<file path="src/rtl/sc_mult_ctrl_pkg.sv">
// Shared definitions for the stochastic-computing multiplier controller.
// Holds the FSM state encoding, the 8-bit LFSR width, default seed and
// feedback tap mask (bits 7,5,4,3), plus the LFSR step and bit-reverse
// helpers used by both the LFSR sub-module and the controller.
package sc_pkg;

    localparam int          LFSR_W            = 8;
    localparam logic [7:0]  LFSR_DEFAULT_SEED = 8'h01;
    localparam logic [7:0]  LFSR_TAPS         = 8'b1011_1000;

    typedef enum logic [1:0] {
        ST_IDLE,
        ST_LOAD,
        ST_RUN,
        ST_DONE
    } state_t;

    // One Fibonacci step: shift left, feedback is the XOR of the tapped bits.
    function automatic logic [LFSR_W-1:0] lfsr_step(input logic [LFSR_W-1:0] r);
        return {r[LFSR_W-2:0], ^(r & LFSR_TAPS)};
    endfunction

    // Bit-reversed copy of the random number decorrelates the second stream.
    function automatic logic [LFSR_W-1:0] bitrev(input logic [LFSR_W-1:0] x);
        logic [LFSR_W-1:0] y;
        for (int i = 0; i < LFSR_W; i++) begin
            y[i] = x[LFSR_W-1-i];
        end
        return y;
    endfunction

endpackage

</file>
<file path="src/rtl/sc_mult_ctrl_if.sv">
// Job/result handshake bundle of sc_mult_ctrl.
//   in_valid/in_ready + a, b, seed, len : job request
//   abort                               : cancel running job
//   out_valid/out_ready + result        : product ones-count
//   bs_a, bs_b, bs_p, bs_valid          : per-cycle stream bits
//   busy                                : job in progress
// master = job requester, slave = controller.
interface sc_mult_ctrl_if;
    import sc_pkg::*;

    logic              in_valid;
    logic              in_ready;
    logic [LFSR_W-1:0] a;
    logic [LFSR_W-1:0] b;
    logic [LFSR_W-1:0] seed;
    logic [LFSR_W-1:0] len;
    logic              abort;
    logic              out_valid;
    logic              out_ready;
    logic [LFSR_W:0]   result;
    logic              bs_a;
    logic              bs_b;
    logic              bs_p;
    logic              bs_valid;
    logic              busy;

    modport master (
        output in_valid, a, b, seed, len, abort, out_ready,
        input  in_ready, out_valid, result, bs_a, bs_b, bs_p, bs_valid, busy
    );

    modport slave (
        input  in_valid, a, b, seed, len, abort, out_ready,
        output in_ready, out_valid, result, bs_a, bs_b, bs_p, bs_valid, busy
    );

endinterface

</file>
<file path="src/rtl/sc_mult_ctrl_lfsr.sv">
// sc_lfsr8: loadable 8-bit LFSR.
//   clk, reset (async, active-low), en (advance one step),
//   load (take load_val, has priority over en), load_val, q (current value).
module sc_lfsr8
    import sc_pkg::*;
#(
    parameter logic [7:0] RESET_VAL = LFSR_DEFAULT_SEED
) (
    input  logic             clk,
    input  logic             reset,
    input  logic             en,
    input  logic             load,
    input  logic [LFSR_W-1:0] load_val,
    output logic [LFSR_W-1:0] q
);

    always_ff @(posedge clk or negedge reset) begin
        if (!reset) begin
            q <= RESET_VAL;
        end else if (load) begin
            q <= load_val;
        end else if (en) begin
            q <= lfsr_step(q);
        end
    end

endmodule

</file>
<file path="src/rtl/sc_mult_ctrl.sv">
// sc_mult_ctrl: stochastic-computing multiplier controller.
// A job (a, b, seed, len) produces L = len (0 -> 256) random numbers r from
// an 8-bit LFSR; each cycle bs_a = r<a, bs_b = bitrev(r)<b and the AND of the
// two is accumulated. The ones-count is presented on result with a
// valid/ready handshake.
//   clk   : clock
//   reset : asynchronous active-low reset
//   bus   : sc_mult_ctrl_if.slave (job, abort, result, streams, busy)
module sc_mult_ctrl
    import sc_pkg::*;
#(
    parameter logic [7:0] DEFAULT_SEED = LFSR_DEFAULT_SEED,
    parameter int         W            = LFSR_W
) (
    input  logic         clk,
    input  logic         reset,
    sc_mult_ctrl_if.slave bus
);

    state_t       state;
    logic [W-1:0] a_r;
    logic [W-1:0] b_r;
    logic [W-1:0] len_r;
    logic [W-1:0] seed_r;
    logic [W-1:0] cnt;
    logic [W:0]   ones;
    logic [W:0]   result_r;
    logic         bs_a_r;
    logic         bs_b_r;
    logic         bs_p_r;
    logic         bs_valid_r;

    logic [W-1:0] r;
    logic [W-1:0] load_val;
    logic [W-1:0] look;
    logic [W-1:0] len_m1;
    logic         cur_p;
    logic         la_a;
    logic         la_b;
    logic         last;

    assign load_val = (seed_r == '0) ? DEFAULT_SEED : seed_r;

    // The stream flops are loaded from the value r will hold next cycle, so
    // each registered bit lines up with the r value that produced it and the
    // stream stays confined to the RUN cycles.
    assign look   = (state == ST_LOAD) ? load_val : lfsr_step(r);
    assign la_a   = (look < a_r);
    assign la_b   = (bitrev(look) < b_r);
    assign cur_p  = (r < a_r) && (bitrev(r) < b_r);

    // len==0 wraps to 255 here, giving 256 RUN cycles.
    assign len_m1 = len_r - W'(1);
    assign last   = (cnt == len_m1);

    sc_lfsr8 #(
        .RESET_VAL (DEFAULT_SEED)
    ) u_lfsr (
        .clk      (clk),
        .reset    (reset),
        .en       (state == ST_RUN),
        .load     (state == ST_LOAD),
        .load_val (load_val),
        .q        (r)
    );

    always_ff @(posedge clk or negedge reset) begin
        if (!reset) begin
            state      <= ST_IDLE;
            a_r        <= '0;
            b_r        <= '0;
            len_r      <= '0;
            seed_r     <= '0;
            cnt        <= '0;
            ones       <= '0;
            result_r   <= '0;
            bs_a_r     <= 1'b0;
            bs_b_r     <= 1'b0;
            bs_p_r     <= 1'b0;
            bs_valid_r <= 1'b0;
        end else begin
            case (state)
                ST_IDLE: begin
                    if (bus.in_valid) begin
                        a_r    <= bus.a;
                        b_r    <= bus.b;
                        len_r  <= bus.len;
                        seed_r <= bus.seed;
                        state  <= ST_LOAD;
                    end
                end
                ST_LOAD: begin
                    if (bus.abort) begin
                        state <= ST_IDLE;
                    end else begin
                        cnt        <= '0;
                        ones       <= '0;
                        bs_a_r     <= la_a;
                        bs_b_r     <= la_b;
                        bs_p_r     <= la_a & la_b;
                        bs_valid_r <= 1'b1;
                        state      <= ST_RUN;
                    end
                end
                ST_RUN: begin
                    if (bus.abort || last) begin
                        bs_a_r     <= 1'b0;
                        bs_b_r     <= 1'b0;
                        bs_p_r     <= 1'b0;
                        bs_valid_r <= 1'b0;
                    end else begin
                        bs_a_r     <= la_a;
                        bs_b_r     <= la_b;
                        bs_p_r     <= la_a & la_b;
                    end
                    if (bus.abort) begin
                        state <= ST_IDLE;
                    end else if (last) begin
                        result_r <= ones + {{W{1'b0}}, cur_p};
                        state    <= ST_DONE;
                    end else begin
                        cnt  <= cnt + W'(1);
                        ones <= ones + {{W{1'b0}}, cur_p};
                    end
                end
                ST_DONE: begin
                    if (bus.out_ready) begin
                        state <= ST_IDLE;
                    end
                end
                default: state <= ST_IDLE;
            endcase
        end
    end

    assign bus.in_ready  = (state == ST_IDLE);
    assign bus.busy      = (state != ST_IDLE);
    assign bus.out_valid = (state == ST_DONE);
    assign bus.result    = result_r;
    assign bus.bs_a      = bs_a_r;
    assign bus.bs_b      = bs_b_r;
    assign bus.bs_p      = bs_p_r;
    assign bus.bs_valid  = bs_valid_r;

endmodule
</file>
<file path="src/flat_wrapper.sv">
// flat-port wrapper written by rule: the top's interface ports become plain ports
module sc_mult_ctrl_flat import sc_pkg::*;
#(
    parameter logic [7:0] DEFAULT_SEED = LFSR_DEFAULT_SEED,
    parameter int         W            = LFSR_W
)
  (clk, reset, bus_in_valid, bus_a, bus_b, bus_seed, bus_len, bus_abort, bus_out_ready, bus_in_ready, bus_out_valid, bus_result, bus_bs_a, bus_bs_b, bus_bs_p, bus_bs_valid, bus_busy);
  sc_mult_ctrl_if bus_i ();
  input  logic clk;
  input  logic reset;
  input wire logic [$bits(bus_i.in_valid)-1:0] bus_in_valid;
  input wire logic [$bits(bus_i.a)-1:0] bus_a;
  input wire logic [$bits(bus_i.b)-1:0] bus_b;
  input wire logic [$bits(bus_i.seed)-1:0] bus_seed;
  input wire logic [$bits(bus_i.len)-1:0] bus_len;
  input wire logic [$bits(bus_i.abort)-1:0] bus_abort;
  input wire logic [$bits(bus_i.out_ready)-1:0] bus_out_ready;
  output wire logic [$bits(bus_i.in_ready)-1:0] bus_in_ready;
  output wire logic [$bits(bus_i.out_valid)-1:0] bus_out_valid;
  output wire logic [$bits(bus_i.result)-1:0] bus_result;
  output wire logic [$bits(bus_i.bs_a)-1:0] bus_bs_a;
  output wire logic [$bits(bus_i.bs_b)-1:0] bus_bs_b;
  output wire logic [$bits(bus_i.bs_p)-1:0] bus_bs_p;
  output wire logic [$bits(bus_i.bs_valid)-1:0] bus_bs_valid;
  output wire logic [$bits(bus_i.busy)-1:0] bus_busy;
  assign bus_i.in_valid = bus_in_valid;
  assign bus_i.a = bus_a;
  assign bus_i.b = bus_b;
  assign bus_i.seed = bus_seed;
  assign bus_i.len = bus_len;
  assign bus_i.abort = bus_abort;
  assign bus_i.out_ready = bus_out_ready;
  assign bus_in_ready = bus_i.in_ready;
  assign bus_out_valid = bus_i.out_valid;
  assign bus_result = bus_i.result;
  assign bus_bs_a = bus_i.bs_a;
  assign bus_bs_b = bus_i.bs_b;
  assign bus_bs_p = bus_i.bs_p;
  assign bus_bs_valid = bus_i.bs_valid;
  assign bus_busy = bus_i.busy;
  sc_mult_ctrl #(.DEFAULT_SEED(DEFAULT_SEED), .W(W)) u_core (.clk(clk), .reset(reset), .bus(bus_i));
endmodule
</file>
<file path="config.mk">
export PLATFORM = sky130hd
export DESIGN_NAME = sc_mult_ctrl_flat
export DESIGN_NICKNAME = d
export VERILOG_FILES = /design/src/rtl/sc_mult_ctrl_pkg.sv /design/src/rtl/sc_mult_ctrl_if.sv /design/src/rtl/sc_mult_ctrl_lfsr.sv /design/src/rtl/sc_mult_ctrl.sv /design/src/flat_wrapper.sv
export SDC_FILE = /design/constraint.sdc
export NUM_CORES = 1
export LEC_CHECK = 0
export ABC_AREA = 1
export CAP_MARGIN = 20
export CORE_UTILIZATION = 55
export CTS_CLUSTER_DIAMETER = 150
export DETAILED_ROUTE_END_ITERATION = 10
export PLACE_DENSITY = 0.79
export SETUP_SLACK_MARGIN = 0.5
export SLEW_MARGIN = 20
export SYNTH_ARGS = -nofsm -noshare
export SYNTH_HDL_FRONTEND = slang
export SYNTH_SLANG_ARGS = --single-unit
</file>
<file path="constraint.sdc">
create_clock -name clk -period 3.2 [get_ports clk]
set_input_delay 0.64 -clock clk [delete_from_list [all_inputs] [get_ports clk]]
set_output_delay 0.64 -clock clk [all_outputs]
set_load 0.005 [all_outputs]
</file>
==> reports/metrics.cfg, run 1 <==
[synthesis]
synth-simple-area-share_pct=21.6
synth_compound_area_share_pct=12.3
synth_mux_area_share_pct=2.37
netlist_area_um2=4270
synth_nets=595
ys_seq_area_share_pct=42.2
synthXorXnorAreaFrac_pct=3.48
ys_ff_latch=72
ys_types=35
synth_warnings=0
avgSynthCellArea_um2=8.19
synthAdderAreaFrac_pct=10.5
synth_top_family_by_area=simple AND/OR/NAND/NOR gates
syn_inst=522

[placement]
routabilityCongestion=0.866
hpwl_um=7040
placed_area_um2=4890
place_inst=664
io_buffers=52

[final_layout]
final_layout_size_suffix_gt1_share_pct=14.4
fillCellCount=596
postLayoutCellArea_um2=5210
final_common_cell=nand2_1
area_delta_synth_final_pct=21.9
nets=653
final_cell_mix=125 x nand2_1, 71 x dfrtp_1, 59 x inv_1, 51 x clkdlybuf4s50_1, 44 x nor2_1
antenna_cells=0
instances_no_fill=684

[pwr]
leakage_nw=2.56
finalPower_mw=4.39
ir_worst_vdd_uv=424
powerDensity_nw_per_um2=844

[sta]
max_freq_ghz=0.368
setup_viol=0
hold_ws_ns=0.320
post-route-period-util_pct=85.0
tightest_slew_ns=0.735
finClkSkew_ns=0.0104
finalWorstPathRequiredPeriod_ns=2.72
relSlewSlack_pct=50.8
rsz0062_at_grt=yes
final_max_slew_viol_count=0
finalHoldViolations=0
fin_setup_tns_ns=0

[drt]
wl_per_cell_um=13.8
drc_errors=0
drt_wl_total_um=9420
postRouteAntennaNets=0
drt_pass1_iterations=4
avgViaCountPerCell=5.25
drt_iter0_markers=238
num_vias=3589

[die]
io_pins=53
core_um2=7370
rows=31
start_util_pct=58.0
die_h_um=90.1
die_x_um=90.1
fp.dieArea_um2=8130

[clock_tree]
h-tree-depth=3
clockBufferDepth=2
clock_sinks=72
ctsHoldBuffers=0
cts_buffers=9
tritoncts=done
clk_pin_slew_ns=0.08
root_buffer=clkbuf_8
clock_latency_ns=0.35

[grt]
grtUsageTotal_pct=24.8
grt_pass1_vias=3610
overflow=0
antenna_found_initial=0
grt_pass1_wl_um=16100
grt_max_degree=45

[worst_setup_path]
r2r_end=u_core.ones[8]
critPathKind=flip-flop to flip-flop
startpoint_type=flip-flop
timing.reg2reg.setup_slack_ns=0.48
worst_setup_path_end_kind=flip-flop
crit_chain=ha_4 -> a21oi_2 -> o21ai_1 -> a2111oi_2 -> buf_4 -> ha_4 -> ha_4 -> nand3_4 -> nor3_4 -> nand3_2 -> xor2_1 -> nand3_1 -> o21ai_2
r2r_start=u_core.u_lfsr.q[0]
path_buf_inv=1
path_delay_family=compound AO/OA/AOI/OAI gates
crit_required_ns=3.49
crit_arrival_ns=3.01
cpPeakStageDelay_ns=0.57
critPathMostFrequentCell=ha_4
cpMaxStageDelayCell=dfstp_2
r2r_cells=13
crit_fanout=3

[outcome]
status=finished, final reports clean

[flow_run]
maxCapViolations=0

[min_path]
hp-class=primary input to asynchronous set/reset pin

-- sequential cells by signal, indices dropped and copies added (netlist names) --
register / flops
u_core.bus.bs_a: 1
u_core.b_r: 8
u_core.seed_r: 8
u_core.bus.result: 9
u_core.cnt: 8
u_core.bus.bs_valid: 1
u_core.bus.bs_p: 1
u_core.state: 2
u_core.bus.bs_b: 1
u_core.len_r: 8
u_core.u_lfsr.q: 8
u_core.ones: 9
u_core.a_r: 8
-- worst max path at each step --
stage | slack, ns | cells past startpoint | endpoint | start
after global routing | 0.34 | 14 | u_core.ones[8] | u_core.u_lfsr.q[6]
after global placement | 0.20 | 14 | u_core.ones[8] | u_core.u_lfsr.q[6]
after detailed placement | 0.14 | 13 | u_core.ones[8] | u_core.u_lfsr.q[0]
after floorplan | 0.63 | 12 | u_core.ones[8] | u_core.u_lfsr.q[0]
final | 0.48 | 13 | u_core.ones[8] | u_core.u_lfsr.q[0]
after CTS | 0.44 | 14 | u_core.ones[8] | u_core.u_lfsr.q[6]
-- synthesized netlist by cell type (all sizes together) --
master / instances / area (um2)
o211ai: 1 / 7.51
dfrtp: 71 / 1780
mux2: 9 / 101
buf: 5 / 38.8
clkbuf: 9 / 35.0
inv: 65 / 249
nor4: 1 / 6.26
nand4: 1 / 6.26
a21boi: 1 / 7.51
o22ai: 1 / 6.26
o21ai: 50 / 295
nor2: 50 / 216
a21oi: 40 / 200
or2: 1 / 6.26
xnor2: 3 / 26.3
nor3: 3 / 15.0
nand3: 28 / 160
nand2: 130 / 503
dfstp: 1 / 26.3
ha: 36 / 450
nand3b: 1 / 7.51
a2111oi: 1 / 8.76
xor2: 14 / 123
-- routing by layer --
layer	share of wire (%)	up-vias	track usage, %
met1	46	1676	32.7
met2	48	96	40.8
met4	1.6	0	8.20
met5	0	-	0
met3	4.4	19	5.25
li1	-	1798	-
-- per-stage QoR --
step | setup slack, ns | util, %
3_5_place_dp | 0.145 | 66.4
4_1_cts | 0.436 | 69.8
6_report | 0.481 | 70.7
5_1_grt | 0.339 | 70.7
2_1_floorplan | 0.633 | -
3_3_place_gp | 0.197 | 66.4
-- area by class of cell --
class / instances / area (um2) / share of cell area (%)
Inverter: 65 / 249 / 4.78
Clock inverter: 6 / 42.5 / 0.817
Timing Repair Buffer: 61 / 596 / 11.4
Clock buffer: 10 / 138 / 2.64
Multi-Input combinational cell: 371 / 2260 / 43.3
Tap cell: 99 / 124 / 2.38
Sequential cell: 72 / 1800 / 34.6
-- logic make-up (layout without fill, tap and decap cells) --
group	Yosys count	count (layout)
and+or+nand+nor	215	215
muxes	9	9
buffers and inverters	79	142
adders and majority gates	36	36
DFF	72	72
xor gates and xnor gates	17	17
AOI/OAI and AO/OA	94	94
-- timing repair --
item,4_1_cts,5_1_grt
resized for setup,13,14
setup buffers,2,2
pin swaps,6,9
setup endpoints to repair,10,13
-- worst reg2reg max path: stages (launching register included) --
cell and delay (ns):
dfstp_2 0.57, ha_4 0.21, a21oi_2 0.12, o21ai_1 0.09, a2111oi_2 0.39, buf_4 0.19
ha_4 0.14, ha_4 0.14, nand3_4 0.08, nor3_4 0.20, nand3_2 0.10, xor2_1 0.24
nand3_1 0.13, o21ai_2 0.07
-- power breakdown --
part	internal, mW	switching [mW]
clock network	0.303	0.362
registers	1.21	0.215
logic	0.921	1.38
No activity file was read; power rests on OpenSTA's default activity.
==> inputs of run 2 (changes only) <==
CORE_UTILIZATION = 51   (was 55)
PLACE_DENSITY = 0.77   (was 0.79)
clock period = 2.4 ns   (was 3.2 ns; I/O delays follow)
==> reports/metrics.cfg, run 2 (synthesized netlist as in run 1, its figures left out) <==
[outcome]
status=finished, violations left
violations=setup timing

[final_layout]
antenna_cells=0  ; unchanged
area_delta_synth_final_pct=45.1
final_cell_mix=102 x nand2_1, 71 x dfrtp_1, 54 x inv_1, 48 x clkdlybuf4s50_1, 46 x buf_4
final_layout_size_suffix_gt1_share_pct=32.0  ; +18 points
final_common_cell=nand2_1
nets=709  ; +8.6%

[grt]
antenna_found_initial=0  ; unchanged
grt_pass1_vias=4021  ; +11%
overflow=0  ; unchanged
grt_pass1_wl_um=19200  ; +19%
grtUsageTotal_pct=28.3  ; +3.5 points
grt_max_degree=73  ; +62%

[worst_setup_path]
crit_arrival_ns=3.21  ; +0.20 ns
crit_chain=ha_1 -> a21boi_1 -> o211ai_1 -> a21oi_2 -> a2111oi_4 -> ha_4 -> ha_4 -> nand3_4 -> nor3_4 -> nand3_1 -> xor2_1 -> nand3_1 -> o21ai_2
cpMaxStageDelayCell=dfrtp_1
path_delay_family=compound AO/OA/AOI/OAI gates
startpoint_type=flip-flop
crit_required_ns=2.69  ; -0.80 ns
cpPeakStageDelay_ns=0.43  ; -0.14 ns
path_buf_inv=0  ; -1
crit_fanout=3  ; unchanged
worst_setup_path_end_kind=flip-flop
critPathKind=flip-flop to flip-flop

[clock_tree]
root_buffer=clkbuf_8
clockBufferDepth=2  ; unchanged
tritoncts=done
clock_sinks=72  ; unchanged
clock_latency_ns=0.36  ; about the same
clk_pin_slew_ns=0.09  ; about the same
h-tree-depth=3  ; unchanged
cts_buffers=9  ; unchanged

[sta]
post-route-period-util_pct=122  ; +37 points
finClkSkew_ns=0.0112  ; +0.000738 ns
final_max_slew_viol_count=0  ; unchanged
tightest_slew_ns=0.563  ; -0.173 ns
finalHoldViolations=0  ; unchanged
setup_viol=14  ; +14
rsz0062_at_grt=yes
worst_slack_ns=-0.521  ; -1.00 ns
finalWorstPathRequiredPeriod_ns=2.92  ; +0.202 ns
hold_ws_ns=0.126  ; -0.193 ns
relSlewSlack_pct=62.3  ; +12 points
max_freq_ghz=0.342  ; -6.9%

[pwr]
p_int_mw=4.47  ; +83%
powerDensity_nw_per_um2=1300  ; +55%
power.share.clock_pct=13.5  ; -1.6 points
p_sw_share_pct=44.8  ; +0.28 points
combPwrFrac_pct=62.8  ; +10 points
p_switching_mw=3.62  ; +85%
ir_worst_vdd_uv=647  ; +52%
finalPower_mw=8.09  ; +84%
seqPwrFrac_pct=23.7  ; -8.8 points
leakage_nw=2.98  ; +16%

[flow_run]
maxCapViolations=0  ; unchanged

[die]
io_pins=53  ; unchanged
fp.dieArea_um2=8750  ; +7.7%
die_h_um=93.5  ; +3.8%
die_x_um=93.5  ; +3.8%
start_util_pct=52.3  ; -5.7 points
core_um2=8180  ; +11%
rows=33  ; +6.5%

[min_path]
hp-class=primary input to asynchronous set/reset pin

[drt]
num_vias=4156  ; +16%
postRouteAntennaNets=0  ; unchanged
drt_pass1_iterations=6  ; +2
drt_iter0_markers=264  ; +11%
drc_errors=0  ; unchanged
wl_per_cell_um=17.2  ; +25%
avgViaCountPerCell=5.57  ; +6.2%
drt_wl_total_um=12800  ; +36%

[placement]
hpwl_um=6950  ; -1.3%
routabilityCongestion=0.904  ; +4.4%
io_buffers=52  ; unchanged

run 2: changes by cell type in the layout (fill, tap and decap cells not counted), moves of 5 or more:
cell     change
ha_4        +10
nand2_1     -23
ha_1         -9
inv_1        -5
a21oi_1      -6
o21ai_0     -17
nand2_2     +18
buf_4       +38
buf_6       +12
o21ai_2      +5
a21oi_2      +5
o21ai_4      +8
run 2: path summary, 6_finish.rpt:
kind	cells after the start	startpoint	endpoint	slack, ns
setup / recovery	13	u_core.u_lfsr.q[6]	u_core.ones[8]	-0.52
min in group clk	2	u_core.bus.bs_valid	u_core.bus.bs_valid	0.49
hold reg to reg	2	u_core.bus.bs_valid	u_core.bus.bs_valid	0.49
hold / removal	2	reset	u_core.seed_r[2]	0.13
max in group asynchronous	2	reset	u_core.u_lfsr.q[0]	1.92
setup reg to reg	13	u_core.u_lfsr.q[6]	u_core.ones[8]	-0.52
run 2: power groups by stage:
stage | Sequential, mW | Clock, mW | Combinational (mW)
6_report | 1.92 | 1.09 | 5.08
5_1_grt | 1.95 | 1.15 | 5.50
4_1_cts | 1.89 | 1.09 | 4.26
3_5_place_dp | 1.90 | 0 | 3.27
3_3_place_gp | 1.88 | 0 | 3.14
2_1_floorplan | 1.85 | 0 | 2.16
run 2: metal layers:
layer / vias to the layer above / wire (um) / GRT usage, %
met5: - / 0 / 0
met1: 2000 / 5170 / 36.6
li1: 1923 / - / -
met3: 42 / 747 / 4.47
met2: 191 / 6560 / 48.5
met4: 0 / 354 / 8.85
run 2: worst register-to-register path: stages, from the launching register on:
cell and delay (ns):
dfrtp_1 0.43, ha_1 0.31, a21boi_1 0.13, o211ai_1 0.28, a21oi_2 0.12, a2111oi_4 0.30, ha_4 0.21, ha_4 0.15
nand3_4 0.09, nor3_4 0.20, nand3_1 0.11, xor2_1 0.26, nand3_1 0.17, o21ai_2 0.09
run 2: metrics by stage:
step	setup WS (ns)	setup TNS, ns	area (um2)	instances	util (%)
floorplan	0.000703	0	4330	522	-
global placement	-0.185	-0.786	5190	701	63.4
detailed placement	-0.276	-1.61	5190	701	63.4
CTS	-0.214	-1.36	5910	735	72.3
global route	-0.649	-5.28	6200	746	75.8
finish	-0.521	-4.23	6200	746	75.8
run 2: area by class of cell:
class | count | area [um2]
Sequential cell | 72 | 1800
Clock buffer | 9 | 124
Tap cell | 105 | 131
Fill cell | 521 | 1970
Multi-Input combinational cell | 372 | 2700
Inverter | 65 | 262
Clock inverter | 7 | 96.3
Timing Repair Buffer | 114 | 1060
Timing Repair inverter | 2 | 17.5
run 2: what timing repair did:
item,CTS,global route
setup buffers,15,9
hold buffers,0,0
resized for setup,104,41
gates cloned,3,2
setup endpoints to repair,35,34
pin swaps,35,33
endpoints found under the hold margin,0,0
